**src/rtl/and20_result_buffer.sv**
```systemverilog
// and20_result_buffer: registered 2-entry result FIFO behind the 20-bit AND array.
// Each accepted word is stored with precomputed zero / all-ones / popcount flags.
// This lets the downstream stage stall without losing results. The output side
// has no combinational path from in_data.
module and20_result_buffer #(
  parameter int unsigned WIDTH = 20,
  parameter int unsigned DEPTH = 2,
  localparam int unsigned PCW  = $clog2(WIDTH + 1)
) (
  input  logic             clk,
  input  logic             reset,
  input  logic             in_valid,
  input  logic [WIDTH-1:0] in_data,
  output logic             in_ready,
  output logic             out_valid,
  output logic [WIDTH-1:0] out_data,
  output logic             out_zero,
  output logic             out_ones,
  output logic [PCW-1:0]   out_popcnt,
  input  logic             out_ready,
  output logic [15:0]      accept_cnt
);

  // Pointers and count are sized for exactly two entries.
  if (DEPTH != 2) begin : g_bad_depth
    $error("and20_result_buffer supports DEPTH == 2 only");
  end

  logic [WIDTH-1:0] data_q [2];
  logic             zero_q [2];
  logic             ones_q [2];
  logic [PCW-1:0]   pc_q   [2];

  logic       wr_ptr_q, rd_ptr_q;
  logic [1:0] count_q, count_d;
  logic [15:0] accept_cnt_q;

  logic           push, pop;
  logic           zero_d, ones_d;
  logic [PCW-1:0] pc_d;

  // Handshake decode; in_ready/out_valid come only from registered count (and reset).
  always_comb begin
    in_ready  = !reset && (count_q != 2'd2);
    out_valid = !reset && (count_q != 2'd0);
    push      = in_valid && in_ready;
    pop       = out_valid && out_ready;
  end

  // Flags for the incoming word, computed once at push time.
  always_comb begin
    zero_d = (in_data == '0);
    ones_d = (in_data == '1);
    pc_d   = '0;
    for (int unsigned i = 0; i < WIDTH; i++) begin
      pc_d = pc_d + PCW'(in_data[i]);
    end
  end

  // Occupancy next state.
  always_comb begin
    count_d = count_q;
    unique case ({push, pop})
      2'b10:   count_d = count_q + 2'd1;
      2'b01:   count_d = count_q - 2'd1;
      default: count_d = count_q;
    endcase
  end

  // Control state: pointers, occupancy and accepted-beat counter.
  always_ff @(posedge clk) begin
    if (reset) begin
      wr_ptr_q     <= 1'b0;
      rd_ptr_q     <= 1'b0;
      count_q      <= 2'd0;
      accept_cnt_q <= 16'd0;
    end else begin
      count_q <= count_d;
      if (push) begin
        wr_ptr_q     <= ~wr_ptr_q;
        accept_cnt_q <= accept_cnt_q + 16'd1;
      end
      if (pop) begin
        rd_ptr_q <= ~rd_ptr_q;
      end
    end
  end

  // Entry storage; contents need no reset since outputs are masked by out_valid.
  always_ff @(posedge clk) begin
    if (push) begin
      data_q[wr_ptr_q] <= in_data;
      zero_q[wr_ptr_q] <= zero_d;
      ones_q[wr_ptr_q] <= ones_d;
      pc_q[wr_ptr_q]   <= pc_d;
    end
  end

  // Head-entry outputs, forced to zero when nothing valid is held.
  always_comb begin
    out_data   = out_valid ? data_q[rd_ptr_q] : '0;
    out_zero   = out_valid ? zero_q[rd_ptr_q] : 1'b0;
    out_ones   = out_valid ? ones_q[rd_ptr_q] : 1'b0;
    out_popcnt = out_valid ? pc_q[rd_ptr_q]   : '0;
    accept_cnt = accept_cnt_q;
  end

endmodule
```
**config.mk**
```make
export PLATFORM = sky130hd
export DESIGN_NAME = and20_result_buffer
export DESIGN_NICKNAME = d
export VERILOG_FILES = /design/src/rtl/and20_result_buffer.sv
export SDC_FILE = /design/constraint.sdc
export NUM_CORES = 1
export LEC_CHECK = 0
export ABC_AREA = 1
export CORE_UTILIZATION = 40
export DETAILED_ROUTE_END_ITERATION = 10
export DONT_BUFFER_PORTS = 1
export GPL_TIMING_DRIVEN = 0
export PLACE_DENSITY = 0.63
export SYNTH_ARGS = -nofsm -noshare
export SYNTH_HDL_FRONTEND = slang
export SYNTH_SLANG_ARGS = --single-unit
export TNS_END_PERCENT = 1
```
**constraint.sdc**
```tcl
create_clock -name clk -period 10.4 [get_ports clk]
set_input_delay 1.04 -clock clk [delete_from_list [all_inputs] [get_ports clk]]
set_output_delay 1.04 -clock clk [all_outputs]
set_load 0.005 [all_outputs]
```
=== Yosys cells after proc, flatten, opt, wreduce, memory -nomap -nowiden ===
Memories as Yosys holds them, arrays and structs flattened. A register that Yosys moved wholly into a read port is not among the register bits.
Cells that the tools add are included.

* Output and inout bits: 45
* Memory bits (writable): 54
* Register bits: 20
* Input bits: 24
* Memories kept: 4
* Word-level logic and storage cells: 59

* Add/subtract/negate cells: 22
* Mux-type cells: 15
* Bitwise gates (word level): 2
* Reductions and logical operators: 8
* Eq/ne operators: 4

{| class="wikitable"
|+ Memories
! memory !! words !! bits a word !! rd ports !! clocked after memory_dff !! wr ports !! line !! source
|-
| data_q || 2 || 20 || 1 || 1 || 1 || 29 || <nowiki>logic [WIDTH-1:0] data_q [2];</nowiki>
|-
| pc_q || 2 || 5 || 1 || 1 || 1 || 32 || <nowiki>logic [PCW-1:0] pc_q [2];</nowiki>
|-
| ones_q || 2 || 1 || 1 || 1 || 1 || 31 || <nowiki>logic ones_q [2];</nowiki>
|-
| zero_q || 2 || 1 || 1 || 1 || 1 || 30 || <nowiki>logic zero_q [2];</nowiki>
|}

{| class="wikitable"
|+ Operators with widths
! operator !! count
|-
| $add 5x1->5 || 15
|-
| $eq 20x20->1 const B || 1
|-
| $logic_not 20->1 || 1
|-
| $mux 20 || 1
|-
| $add 16x1->16 const B || 1
|-
| $mux 1 || 12
|-
| $add 4x1->5 || 1
|-
| $mux 5 || 1
|-
| $add 3x1->4 || 1
|-
| $logic_and 1x1->1 || 4
|-
| $pmux 2 s2 || 1
|-
| $reduce_bool 2->1 || 2
|-
| $add 2x1->3 || 1
|-
| $add 1x1->2 || 1
|-
| $add 2x1->2 const B || 1
|-
| $eq 2x1->1 const B || 1
|-
| $eq 2x2->1 const B || 1
|-
| $ne 2x2->1 const B || 1
|-
| $not 1->1 || 2
|-
| $sub 2x1->2 const B || 1
|-
| $logic_not 1->1 || 1
|}

=== Logic depth before layout (Yosys ltp) ===
Gate-level depths: netlist of the first run.

* Depth after elaboration: 19
* Depth in mapped cells: 13
* Mapped depth without buffers: 13

=== Worst setup path before layout of the first run ===
No wires, ideal clock.

* Path kind: input to register
* Start: input in_data[0]
* End: memory pc_q[0][2] (netlist bit), data pin
* Required time: 10.137 ns
* Arrival time: 4.253 ns
* Slack: 5.884 ns
* Buffers on the path: 0
* Cell stages on the path: 11
* Cells stage by stage: inv_1 > fa_1 > fa_1 > fa_1 > fa_1 > fa_1 > inv_1 > ha_1 > inv_1 > fa_1 > xnor2_1

* Word-level cells in the longest chain between the ends: 19

{| class="wikitable"
|+ RTL lines
! what !! line !! source
|-
| start: declaration || 13 || <nowiki>input logic [WIDTH-1:0] in_data,</nowiki>
|-
| $add 1x1->2 || 56 || <nowiki>pc_d = pc_d + PCW'(in_data[i]);</nowiki>
|-
| $add 2x1->3 || 56 ||
|-
| $add 3x1->4 || 56 ||
|-
| $add 4x1->5 || 56 ||
|-
| $add 5x1->5 (15 in a row) || 56 ||
|-
| net pc_d[2] || 40 || <nowiki>logic [PCW-1:0] pc_d;</nowiki>
|-
| end: declaration || 32 ||
|}

The timed path passes the listed nets, and every way through them passes these cells.

=== Worst setup path in the final report of the first run ===
* Start: input in_data[0]
* End: memory pc_q[1][4] (netlist bit), data pin

The elaborated chain is that of the path after synthesis.

==> results of run 1 <==
==> power breakdown <==
| group | internal (uW) | switching (uW) |
|---|---|---|
| sequential | 360 | 5.01 |
| combinational | 79.2 | 109 |
| clock | 135 | 110 |
==> worst max-delay path, cell delays in order <==
cell     delay [ns]
inv_1          0.05
fa_1           0.56
fa_1           0.45
fa_1           0.51
fa_1           0.55
fa_1           0.45
inv_1          0.08
ha_1           0.17
inv_1          0.06
fa_1           0.40
o21ai_0        0.24
==> area by class of cell <==
type / count / area [um2]
inverters: 84 / 315
clock inverters: 7 / 91.3
clock buffers: 9 / 124
well taps: 129 / 161
flip-flops and latches: 75 / 2040
multi-input cells: 222 / 1500
plain buffers: 8 / 50.0
fillers: 898 / 5050
==> kinds of logic (layout without fill, tap and decap cells) <==
family | after synthesis | after routing | share of synthesized area
compound gates | 22 | 22 | 0.0290
xor+xnor | 3 | 3 | 0.00676
simple gates | 145 | 145 | 0.159
flops | 75 | 75 | 0.525
buf+inv | 92 | 108 | 0.0940
fa+ha+maj | 25 | 25 | 0.107
mux | 27 | 27 | 0.0782
==> metrics by stage <==
stage          setup slack (ns)  hold WS, ns   util
6_report                   6.01        0.497  0.459
3_3_place_gp               5.72        0.468  0.434
4_1_cts                    6.00        0.497  0.459
3_5_place_dp               5.64        0.484  0.436
2_1_floorplan              5.88        0.458      -
5_1_grt                    5.87        0.534  0.459
==> Yosys cell counts (all sizes together) <==
library cell  number
inv               84
o21ai              6
fa                14
nor4               2
nor3               7
buf                8
nor2              39
mux2              27
dfxtp             21
and3               1
edfxtp            54
xor2               2
xnor2              1
ha                11
nand4              6
and2               1
o21bai             1
a21oi             15
nand3             17
nand2             72
==> registers in the layout (all words and copies together), names as in the netlist, named ones only <==
register and count:
data_q 40, ones_q 2, accept_cnt 16, count_q 2, wr_ptr_q 1, pc_q 10, rd_ptr_q 1, zero_q 2
==> final timing paths <==
kind	start	endpoint	cells past startpoint
setup / recovery	in_data[0]	pc_q[1][4]$_DFFE_PP_	11
hold / removal	count_q[1]$_SDFFE_PP0P_	count_q[1]$_SDFFE_PP0P_	2
setup reg to reg	count_q[0]$_SDFFE_PP0P_	data_q[1][19]$_DFFE_PP_	5
hold reg to reg	count_q[1]$_SDFFE_PP0P_	count_q[1]$_SDFFE_PP0P_	2
==> layer usage <==
metal | wire [um] | up-vias | GRT usage | part of all wire
li1 | - | 1257 | - | -
met4 | 129 | 0 | 0.0669 | 0.017
met1 | 3100 | 1190 | 0.177 | 0.42
met3 | 431 | 10 | 0.0541 | 0.058
met5 | 0 | - | 0 | 0
met2 | 3760 | 68 | 0.279 | 0.51
==> impl_metrics.json, run 1 <==
{
  "slew_headroom": 0.432,
  "place_area_um2": 4060,
  "syn2layout_area_growth_pct": 10.1,
  "synth-seq-cells": 75,
  "io_pins": 69,
  "cts_sinks": 75,
  "fin_cells": 534,
  "htreeDepth": 3,
  "synth_top_cell_by_area": "edfxtp_1",
  "final-setup-viol-count": 0,
  "seq_area_frac_synth": 0.525,
  "coreArea_um2": 9330,
  "power_uw": 798,
  "grt_max_degree": 28,
  "hpwlAfterDp_um": 5320,
  "first_pass_iters": 4,
  "clock_skew_ns": 0.00833,
  "power_density_nw_per_um2": 186,
  "hold_violations": 0,
  "rows": 35,
  "clock_path_buffers": 2,
  "numCtsBuffers": 9,
  "hold_path.class": "reg2reg",
  "setup_tns_ns": 0,
  "start_util": 0.417,
  "wl_per_cell_um": 13.9,
  "ys_top_cells_by_area": "edfxtp_1 (42%), dfxtp_1 (11%), inv_1 (8.0%)",
  "drt_first_iter_violations": 54,
  "die_w_um": 101,
  "crit_type": "in2reg",
  "status": "completed",
  "track_usage": 0.159,
  "clk_latency_ns": 0.35,
  "syn_area_per_cell_um2": 9.99,
  "grt_pass1_wl_um": 12000,
  "layout_commonest_cell": "inv_1",
  "peakVddDrop_v": 0.0000655,
  "grt_overflow_total": 0,
  "dp.cells": 518,
  "cp-end-kind": "register",
  "drive_above_1_share": 0.138,
  "vias": 2525,
  "postSynthCellCount": 389,
  "yosysWarnings": 0,
  "tritoncts": "done",
  "tightest_slew_ns": 0.849,
  "dieArea_um2": 10100,
  "hold_buffers": 0,
  "cp-start-kind": "input port",
  "p_leak_uw": 0.00185,
  "rsz0062_at_grt": "no",
  "antenna_cells": 0,
  "final_antenna_net_count": 0,
  "via_per_inst": 4.73,
  "grt_pass1_vias": 2563,
  "post_cts_buffers": 0,
  "worstPathArrival_ns": 4.56,
  "cts.clk_slew.worst_paths_ns": 0.08,
  "fmax_mhz": 228,
  "cts.repair.resized": 0,
  "fin_area_um2": 4280,
  "layout.nets": 449,
  "maxCapViolCount": 0,
  "regToRegSetupSlack_ns": 8.49,
  "fp.dieH_um": 101,
  "fin_crit_ns": 4.39,
  "cts_root_buf": "clkbuf_8",
  "final_cell_mix": "inv_1 (83), nand2_1 (72), edfxtp_1 (54), nor2_1 (34), mux2_2 (27)",
  "syn_nets": 438,
  "syn_area_um2": 3890,
  "period_share": 0.423,
  "worstPathMaxFanout": 4,
  "routed_wirelength_um": 7410,
  "routabilityCongestion": 0.789,
  "synth_top_area_frac": 0.417,
  "synth.distinct_cells": 26,
  "drc": 0,
  "antenna_found_initial": 0,
  "critPathRequiredTime_ns": 10.57,
  "maxSlewViolCount": 0,
  "io_buffers": 0
}
Note: power is estimated with default switching activity, not from simulation.
==> run 2, diff against run 1 <==
- clock period: 10.4 -> 4.48 ns (I/O delays scaled with it)
==> results of run 2 <==
The final DEF is identical to that of run 1. Status: completed.
Main changes from that run: setup slack after placement 5.64 ns -> 0.309 ns; setup slack after layout 6.01 ns -> 0.678 ns; hold slack 0.497 ns -> 0.153 ns; register-to-register setup slack 8.49 ns -> 2.57 ns; end point of the worst hold path count_q[1]$_SDFFE_PP0P_ -> accept_cnt[2]$_SDFFE_PP0P_; total power 798 uW -> 1850 uW; worst IR drop on VDD 0.0000655 V -> 0.000152 V
